## config.mk

```make
export PLATFORM = sky130hd
export DESIGN_NAME = sdram_arbiter_flat
export DESIGN_NICKNAME = d
export VERILOG_FILES = /design/src/rtl/sdram_arbiter_if.sv /design/src/rtl/sdram_arbiter.sv /design/src/flat_wrapper.sv
export SDC_FILE = /design/constraint.sdc
export NUM_CORES = 1
export LEC_CHECK = 0
export BUFFER_PORTS_ARGS = -buffer_cell sky130_fd_sc_hd__buf_4
export CORE_MARGIN = 3
export CORE_UTILIZATION = 45
export DETAILED_ROUTE_END_ITERATION = 6
export PLACE_DENSITY_LB_ADDON = 0.1
export SLEW_MARGIN = 0
export SYNTH_ARGS = -nofsm -noshare
export SYNTH_HDL_FRONTEND = slang
export SYNTH_SLANG_ARGS = --single-unit
```

## constraint.sdc

```tcl
create_clock -name i_clk -period 2.9 [get_ports i_clk]
set_input_delay 0.145 -clock i_clk [delete_from_list [all_inputs] [get_ports i_clk]]
set_output_delay 0.145 -clock i_clk [all_outputs]
set_load 0.01 [all_outputs]
```

## src/rtl/sdram_arbiter_if.sv

```systemverilog
// -----------------------------------------------------------------------------
// sdram_arbiter_if
// Bundles the three requester ports (video = 0, CPU = 1, GPU = 2) and the
// single SDRAM controller request interface that sdram_arbiter shares.
//   req/we          : per-port request and write enable (3 bits each)
//   addr/wdata      : packed per-port fields, port n at [n*W +: W]
//   ack/rvalid      : per-port one-cycle pulses back to the requesters
//   rdata           : shared read data, qualified by rvalid
//   ctrl_*          : muxed request toward the controller and its responses
// Modports: slave = arbiter view, master = requester/controller environment.
// -----------------------------------------------------------------------------
interface sdram_arbiter_if #(
    parameter int ADDR_W = 24,
    parameter int DATA_W = 16
);
    logic [2:0]          req;
    logic [2:0]          we;
    logic [3*ADDR_W-1:0] addr;
    logic [3*DATA_W-1:0] wdata;
    logic [2:0]          ack;
    logic [2:0]          rvalid;
    logic [DATA_W-1:0]   rdata;

    logic                ctrl_req;
    logic                ctrl_we;
    logic [ADDR_W-1:0]   ctrl_addr;
    logic [DATA_W-1:0]   ctrl_wdata;
    logic                ctrl_ready;
    logic                ctrl_rvalid;
    logic [DATA_W-1:0]   ctrl_rdata;

    modport slave (
        input  req, we, addr, wdata, ctrl_ready, ctrl_rvalid, ctrl_rdata,
        output ack, rvalid, rdata, ctrl_req, ctrl_we, ctrl_addr, ctrl_wdata
    );

    modport master (
        output req, we, addr, wdata, ctrl_ready, ctrl_rvalid, ctrl_rdata,
        input  ack, rvalid, rdata, ctrl_req, ctrl_we, ctrl_addr, ctrl_wdata
    );
endinterface

```

## src/rtl/sdram_arbiter.sv

```systemverilog
// -----------------------------------------------------------------------------
// sdram_arbiter
// Shares one SDRAM controller request interface between video scanout
// (port 0), CPU (port 1) and GPU (port 2), one transaction in flight.
// Video has fixed priority bounded by a starvation limit, CPU/GPU alternate
// round-robin, and a hold counter allows short same-port runs.
// Ports:
//   i_clk    : system clock, all logic on the rising edge
//   i_reset  : synchronous active-high reset
//   io_bus   : sdram_arbiter_if.slave (requester ports + controller ports)
// -----------------------------------------------------------------------------
module sdram_arbiter #(
    parameter int ADDR_W       = 24,
    parameter int DATA_W       = 16,
    parameter int MAX_HOLD     = 4,
    parameter int STARVE_LIMIT = 8
) (
    input  logic            i_clk,
    input  logic            i_reset,
    sdram_arbiter_if.slave  io_bus
);

    localparam int HOLD_W = (MAX_HOLD > 1) ? $clog2(MAX_HOLD) : 1;
    localparam int STRV_W = $clog2(STARVE_LIMIT + 1);
    localparam logic [HOLD_W-1:0] HOLD_MAX = HOLD_W'(MAX_HOLD - 1);
    localparam logic [STRV_W-1:0] STRV_MAX = STRV_W'(STARVE_LIMIT);

    typedef enum logic [1:0] {
        S_IDLE,
        S_ISSUE,
        S_WAIT_RD
    } state_t;

    state_t              r_state;
    state_t              w_state_nxt;

    // r_grant doubles as the "last granted port" used by the hold rule
    logic [1:0]          r_grant;
    logic                r_rr_next;      // 0: prefer port 1, 1: prefer port 2
    logic [HOLD_W-1:0]   r_hold_cnt;
    logic [STRV_W-1:0]   r_starve_cnt;

    logic                r_ctrl_we;
    logic [ADDR_W-1:0]   r_ctrl_addr;
    logic [DATA_W-1:0]   r_ctrl_wdata;
    logic [2:0]          r_rvalid;
    logic [DATA_W-1:0]   r_rdata;

    logic                w_arb;
    logic                w_others;
    logic                w_req_last;
    logic                w_hold;
    logic                w_starved;
    logic [1:0]          w_sel;
    logic                w_sel_we;
    logic [ADDR_W-1:0]   w_sel_addr;
    logic [DATA_W-1:0]   w_sel_wdata;
    logic [2:0]          w_grant_oh;

    assign w_grant_oh = 3'(3'b001 << r_grant);
    assign w_arb      = (r_state == S_IDLE) && (|io_bus.req);

    // Arbitration: hold, then starvation skip, then video, then CPU/GPU RR
    always_comb begin
        w_others   = io_bus.req[1] | io_bus.req[2];
        w_req_last = 1'b0;
        case (r_grant)
            2'd0:    w_req_last = io_bus.req[0];
            2'd1:    w_req_last = io_bus.req[1];
            2'd2:    w_req_last = io_bus.req[2];
            default: w_req_last = 1'b0;
        endcase
        // The counter never passes HOLD_MAX, so != behaves as <
        w_hold    = w_req_last && (r_hold_cnt != HOLD_MAX);
        w_starved = (r_starve_cnt == STRV_MAX) && w_others;

        if (w_hold) begin
            w_sel = r_grant;
        end else if (io_bus.req[0] && !w_starved) begin
            w_sel = 2'd0;
        end else if (io_bus.req[1] && io_bus.req[2]) begin
            w_sel = r_rr_next ? 2'd2 : 2'd1;
        end else if (io_bus.req[1]) begin
            w_sel = 2'd1;
        end else begin
            w_sel = 2'd2;
        end
    end

    always_comb begin
        w_sel_we    = 1'b0;
        w_sel_addr  = '0;
        w_sel_wdata = '0;
        case (w_sel)
            2'd0: begin
                w_sel_we    = io_bus.we[0];
                w_sel_addr  = io_bus.addr[0 +: ADDR_W];
                w_sel_wdata = io_bus.wdata[0 +: DATA_W];
            end
            2'd1: begin
                w_sel_we    = io_bus.we[1];
                w_sel_addr  = io_bus.addr[ADDR_W +: ADDR_W];
                w_sel_wdata = io_bus.wdata[DATA_W +: DATA_W];
            end
            2'd2: begin
                w_sel_we    = io_bus.we[2];
                w_sel_addr  = io_bus.addr[2*ADDR_W +: ADDR_W];
                w_sel_wdata = io_bus.wdata[2*DATA_W +: DATA_W];
            end
            default: ;
        endcase
    end

    always_ff @(posedge i_clk) begin
        if (i_reset) begin
            r_state <= S_IDLE;
        end else begin
            r_state <= w_state_nxt;
        end
    end

    always_comb begin
        w_state_nxt     = r_state;
        io_bus.ctrl_req = 1'b0;
        io_bus.ack      = '0;
        case (r_state)
            S_IDLE: begin
                if (|io_bus.req) begin
                    w_state_nxt = S_ISSUE;
                end
            end
            S_ISSUE: begin
                io_bus.ctrl_req = 1'b1;
                if (io_bus.ctrl_ready) begin
                    io_bus.ack  = w_grant_oh;
                    w_state_nxt = r_ctrl_we ? S_IDLE : S_WAIT_RD;
                end
            end
            S_WAIT_RD: begin
                if (io_bus.ctrl_rvalid) begin
                    w_state_nxt = S_IDLE;
                end
            end
            default: w_state_nxt = S_IDLE;
        endcase
    end

    // Controller fields are captured at grant time so they cannot move while
    // the request is being backpressured, even if a requester misbehaves.
    always_ff @(posedge i_clk) begin
        if (i_reset) begin
            r_grant      <= '0;
            r_rr_next    <= 1'b0;
            r_hold_cnt   <= '0;
            r_starve_cnt <= '0;
            r_ctrl_we    <= 1'b0;
            r_ctrl_addr  <= '0;
            r_ctrl_wdata <= '0;
            r_rvalid     <= '0;
            r_rdata      <= '0;
        end else begin
            r_rvalid <= '0;
            if (w_arb) begin
                r_grant      <= w_sel;
                r_ctrl_we    <= w_sel_we;
                r_ctrl_addr  <= w_sel_addr;
                r_ctrl_wdata <= w_sel_wdata;
                r_hold_cnt   <= w_hold ? r_hold_cnt + 1'b1 : '0;
                if (w_sel == 2'd0) begin
                    if (!w_others) begin
                        r_starve_cnt <= '0;
                    end else if (r_starve_cnt != STRV_MAX) begin
                        r_starve_cnt <= r_starve_cnt + 1'b1;
                    end
                end else begin
                    r_starve_cnt <= '0;
                    r_rr_next    <= (w_sel == 2'd1);
                end
            end
            if ((r_state == S_WAIT_RD) && io_bus.ctrl_rvalid) begin
                r_rvalid <= w_grant_oh;
                r_rdata  <= io_bus.ctrl_rdata;
            end
        end
    end

    assign io_bus.ctrl_we    = r_ctrl_we;
    assign io_bus.ctrl_addr  = r_ctrl_addr;
    assign io_bus.ctrl_wdata = r_ctrl_wdata;
    assign io_bus.rvalid     = r_rvalid;
    assign io_bus.rdata      = r_rdata;

endmodule

```

## src/flat_wrapper.sv

```systemverilog
// flat-port wrapper written by rule: the top's interface ports become plain ports
module sdram_arbiter_flat 
#(
    parameter int ADDR_W       = 24,
    parameter int DATA_W       = 16,
    parameter int MAX_HOLD     = 4,
    parameter int STARVE_LIMIT = 8
)
  (i_clk, i_reset, io_bus_req, io_bus_we, io_bus_addr, io_bus_wdata, io_bus_ctrl_ready, io_bus_ctrl_rvalid, io_bus_ctrl_rdata, io_bus_ack, io_bus_rvalid, io_bus_rdata, io_bus_ctrl_req, io_bus_ctrl_we, io_bus_ctrl_addr, io_bus_ctrl_wdata);
  sdram_arbiter_if #(.ADDR_W(ADDR_W), .DATA_W(DATA_W)) io_bus_i ();
  input  logic i_clk;
  input  logic i_reset;
  input wire logic [$bits(io_bus_i.req)-1:0] io_bus_req;
  input wire logic [$bits(io_bus_i.we)-1:0] io_bus_we;
  input wire logic [$bits(io_bus_i.addr)-1:0] io_bus_addr;
  input wire logic [$bits(io_bus_i.wdata)-1:0] io_bus_wdata;
  input wire logic [$bits(io_bus_i.ctrl_ready)-1:0] io_bus_ctrl_ready;
  input wire logic [$bits(io_bus_i.ctrl_rvalid)-1:0] io_bus_ctrl_rvalid;
  input wire logic [$bits(io_bus_i.ctrl_rdata)-1:0] io_bus_ctrl_rdata;
  output wire logic [$bits(io_bus_i.ack)-1:0] io_bus_ack;
  output wire logic [$bits(io_bus_i.rvalid)-1:0] io_bus_rvalid;
  output wire logic [$bits(io_bus_i.rdata)-1:0] io_bus_rdata;
  output wire logic [$bits(io_bus_i.ctrl_req)-1:0] io_bus_ctrl_req;
  output wire logic [$bits(io_bus_i.ctrl_we)-1:0] io_bus_ctrl_we;
  output wire logic [$bits(io_bus_i.ctrl_addr)-1:0] io_bus_ctrl_addr;
  output wire logic [$bits(io_bus_i.ctrl_wdata)-1:0] io_bus_ctrl_wdata;
  assign io_bus_i.req = io_bus_req;
  assign io_bus_i.we = io_bus_we;
  assign io_bus_i.addr = io_bus_addr;
  assign io_bus_i.wdata = io_bus_wdata;
  assign io_bus_i.ctrl_ready = io_bus_ctrl_ready;
  assign io_bus_i.ctrl_rvalid = io_bus_ctrl_rvalid;
  assign io_bus_i.ctrl_rdata = io_bus_ctrl_rdata;
  assign io_bus_ack = io_bus_i.ack;
  assign io_bus_rvalid = io_bus_i.rvalid;
  assign io_bus_rdata = io_bus_i.rdata;
  assign io_bus_ctrl_req = io_bus_i.ctrl_req;
  assign io_bus_ctrl_we = io_bus_i.ctrl_we;
  assign io_bus_ctrl_addr = io_bus_i.ctrl_addr;
  assign io_bus_ctrl_wdata = io_bus_i.ctrl_wdata;
  sdram_arbiter #(.ADDR_W(ADDR_W), .DATA_W(DATA_W), .MAX_HOLD(MAX_HOLD), .STARVE_LIMIT(STARVE_LIMIT)) u_core (.i_clk(i_clk), .i_reset(i_reset), .io_bus(io_bus_i));
endmodule
```

==> results.md <==
- Area grow syn2layout: 56.6%
- Internal: ~2000 uW
- Hold-fix buffers at CTS: 0
- Hold Path Stages: 2
- Core ar.: around 0.0066 sq mm
- Fin cells: roughly 640
- Synthesized cell area: 0.00318 sq mm
- Crit-path max cell delay: 0.76 ns
- Number of global-route vias before repair: approximately 3,500
- Total number of vias: ~3,600
- Cell variety after synth: 36
- Global Route Usage Sum: 24.7%
- First-pass GRT wire length: between 15,000 and 20,000 microns
- H-Tree Depth: 3
- Tcrit/Tclk final: around 85%
- Final hold violations: 0
- Hold Crit Class: primary input to flip-flop
- Clk slew on worst S/H paths: roughly 0.08 ns
- Post-synth EDFFs: 0
- Drt total wl: ~10,000 microns
- Critical path type: flip-flop to flip-flop
- Dpl ws: 0.472 ns
- Main synth FF type: dfxtp_1
- Minimum clock period: between 2 and 2.5 ns
- Status: finished with violations
- Sw frac: about 29%
- Row Count: 29
- Clock power frac: about a third
- PwrDens: between 500 and 600 mW/mm^2
- Register area: around 0.0014 sq mm
- Rel. slew slack: 35.4%
- Final HPWL DP: 7610 microns
- Metal2 WL: 5440 microns
- Register bit total from synthesis: 71
- Antenna diodes: 0
- Reg power frac: about two fifths
- Max cap viols: 0
- CTS Buffer Depth: 2
- Crit Path Max Fanout: 42
- Die Ht: roughly 90 microns
- RePlAce Congestion: between 0.8 and 0.9
- Crit. path cell count: 6
- Leak pwr: about 0.0022 uW
- Setup ws final: 0.443 ns
- Bufs and invs on worst path: 0
- Sink Count: between 70 and 80
- Mean area per synthesized cell: slightly below 9 sq um
- Number of remaining DRC errors: 1
- Worst EP arrival: between 2 and 3 ns
- Post-DRT Antenna Nets: 0
- CTS tree: built
- Failing checks: DRC
- TNS Setup: 0 ns
- Placed insts: about 630
- Routed wire per std cell: 16.2 microns
- Synth area leaders: dfxtp_1 (45%), a222oi_1 (13%), a211oi_1 (9.9%), nor2_1 (6.3%), nand2_1 (5.1%)
- CTS Root Buffer Type: clkbuf_8
- Synth cell count leaders: dfxtp_1 (71), nor2_1 (53), nand2_1 (43)
- Most frequent cell after synthesis: dfxtp_1
- Post-CTS resize count: 0
- Gr ovfl total: 0
- Fin. max-slew vios: 0
- Design area: about 0.0050 sq mm
- Syn nets: approximately 510
- Via density: roughly 5.5
- Fraction of layout instances using a drive strength above 1: a little over two fifths
- Net count, final: just under 700
- Area post-placement: 0.00473 sq mm
- DRT iter0 DRCs: 311
- Critical path, cell by cell: ha_1 -> and4bb_2 -> a21oi_4 -> a41o_2 -> a222oi_1 -> a211oi_1
- Setup Viol. Count Final: 0
- Fmax: 407 MHz
- Area of the die: ~0.0081 sq mm
- Setup Fix Bufs, Post-CTS: 0
- RSZ-0062 raised after global routing: no
- DR pass1 iterations: 7
- Comb power frac: approximately a quarter
- Leading area contributor after synthesis: dfxtp_1
- Worst Tran Pin Value: roughly 0.97 ns
- Post-synth ARST share: 0%
- Width of the die: 90.0 microns
- Largest net degree at the start of global routing: between 80 and 90
- Startpoint Class: flip-flop
- Clk_lat worst skew: 0.34 ns
- Filler cell count in the final layout: around 530
- Initial antenna violation count: 0
- Switch Pwr: around 810 uW
- WL met1: 3770 microns
- Mapped Cells: 357
- Req. time, crit path: 3.15 ns
- CTS buffer count: 9
- Starting density of the core: 48.1%
- Total Power: between 2000 and 3000 uW
- Top sig layer: met4
- Top cell family by delay on the critical path: compound AO/OA/AOI/OAI gates
- Sequential cell area fraction in the yosys report: about 45%
- Setup clock skew after layout: between 0.009 and 0.01 ns
- Multi-input gate area: roughly 0.0016 sq mm
- IO Pins: 210
- Worst Setup End Kind: flip-flop
- WL met3: slightly above 900 microns
- Worst VDD drop: around 330 uV
- Slowest CP cell: a41o_2
- Yosys top cell area share: ~45%
- Reg2reg path depth: 6
- Port bufs: about 210
- Warnings, synthesis: 0
==> worst paths after layout <==
path | from | end | slack (ns)
worst max register to register | u_core.r_hold_cnt[0]$_SDFFE_PP0P_ | u_core.io_bus.ctrl_wdata[2]$_SDFFE_PP0P_ | 0.44
worst min register to register | u_core.io_bus.rdata[9]$_SDFFE_PP0P_ | u_core.io_bus.rdata[9]$_SDFFE_PP0P_ | 0.46
worst max-delay path | u_core.r_hold_cnt[0]$_SDFFE_PP0P_ | u_core.io_bus.ctrl_wdata[2]$_SDFFE_PP0P_ | 0.44
worst min-delay path | io_bus_ctrl_ready | u_core.r_state[0]$_SDFFE_PP0P_ | 0.02
==> power by group through the flow <==
| stage | Sequential (uW) | Combinational [uW] | Clock, uW |
|---|---|---|---|
| 2_1_floorplan | 1180 | 368 | 0 |
| 3_3_place_gp | 1140 | 748 | 0 |
| 3_5_place_dp | 1150 | 761 | 0 |
| 4_1_cts | 1120 | 763 | 970 |
| 5_1_grt | 1140 | 830 | 1020 |
| 6_report | 1130 | 760 | 960 |
==> logic make-up after synthesis <==
family | Yosys count | synth area share (%)
multiplexers | 3 | 1.50
flip-flops | 71 | 44.7
AND/OR/NAND/NOR | 123 | 16.7
adder cells (fa/ha/maj) | 3 | 1.18
AO/OA/AOI/OAI | 115 | 29.2
buffers and inverters | 42 | 6.70
==> metrics by stage <==
step | hold WS, ns | utilization, %
floorplan | 0.266 | -
global placement | 0.382 | 71.7
detailed placement | 0.384 | 71.7
CTS | 0.0120 | 75.4
global route | 0.0205 | 75.4
finish | 0.0206 | 75.4
==> area by class of cell <==
type,count,share of cell area (%)
multi-input cells,244,31.4
clock inverters,7,2.41
flip-flops and latches,71,28.6
repair buffers,213,32.4
inverters,6,0.453
clock buffers,9,2.49
well taps,93,2.34
==> layout by cell type, fill, tap and decap left out, types with 5 or more instances in the layout <==
| cell | Yosys | final |
|---|---|---|
| a211oi_1 | 42 | 42 |
| inv_1 | 6 | 6 |
| clkbuf_8 | 0 | 9 |
| nor3_1 | 8 | 7 |
| buf_4 | 5 | 212 |
| nor2_1 | 53 | 53 |
| dfxtp_1 | 71 | 71 |
| nand2_1 | 43 | 43 |
| a222oi_1 | 41 | 41 |
| nand4_1 | 5 | 5 |
| a21oi_1 | 20 | 20 |
==> sequential cells by signal (all words and copies together) (netlist names) <==
name / count
u_core.r_grant: 2
u_core.r_rr_next: 1
u_core.io_bus.ctrl_we: 1
u_core.r_hold_cnt: 2
u_core.r_starve_cnt: 4
u_core.io_bus.rdata: 16
u_core.io_bus.ctrl_wdata: 16
u_core.io_bus.ctrl_addr: 24
u_core.io_bus.rvalid: 3
u_core.r_state: 2
==> metal layers <==
layer	global-route usage [%]	vias to the layer above
met1	26.9	1630
li1	-	1746
met2	43.9	163
met4	10.7	0
met3	7.85	22
met5	0	-
Power figures use the tool's default switching activity.
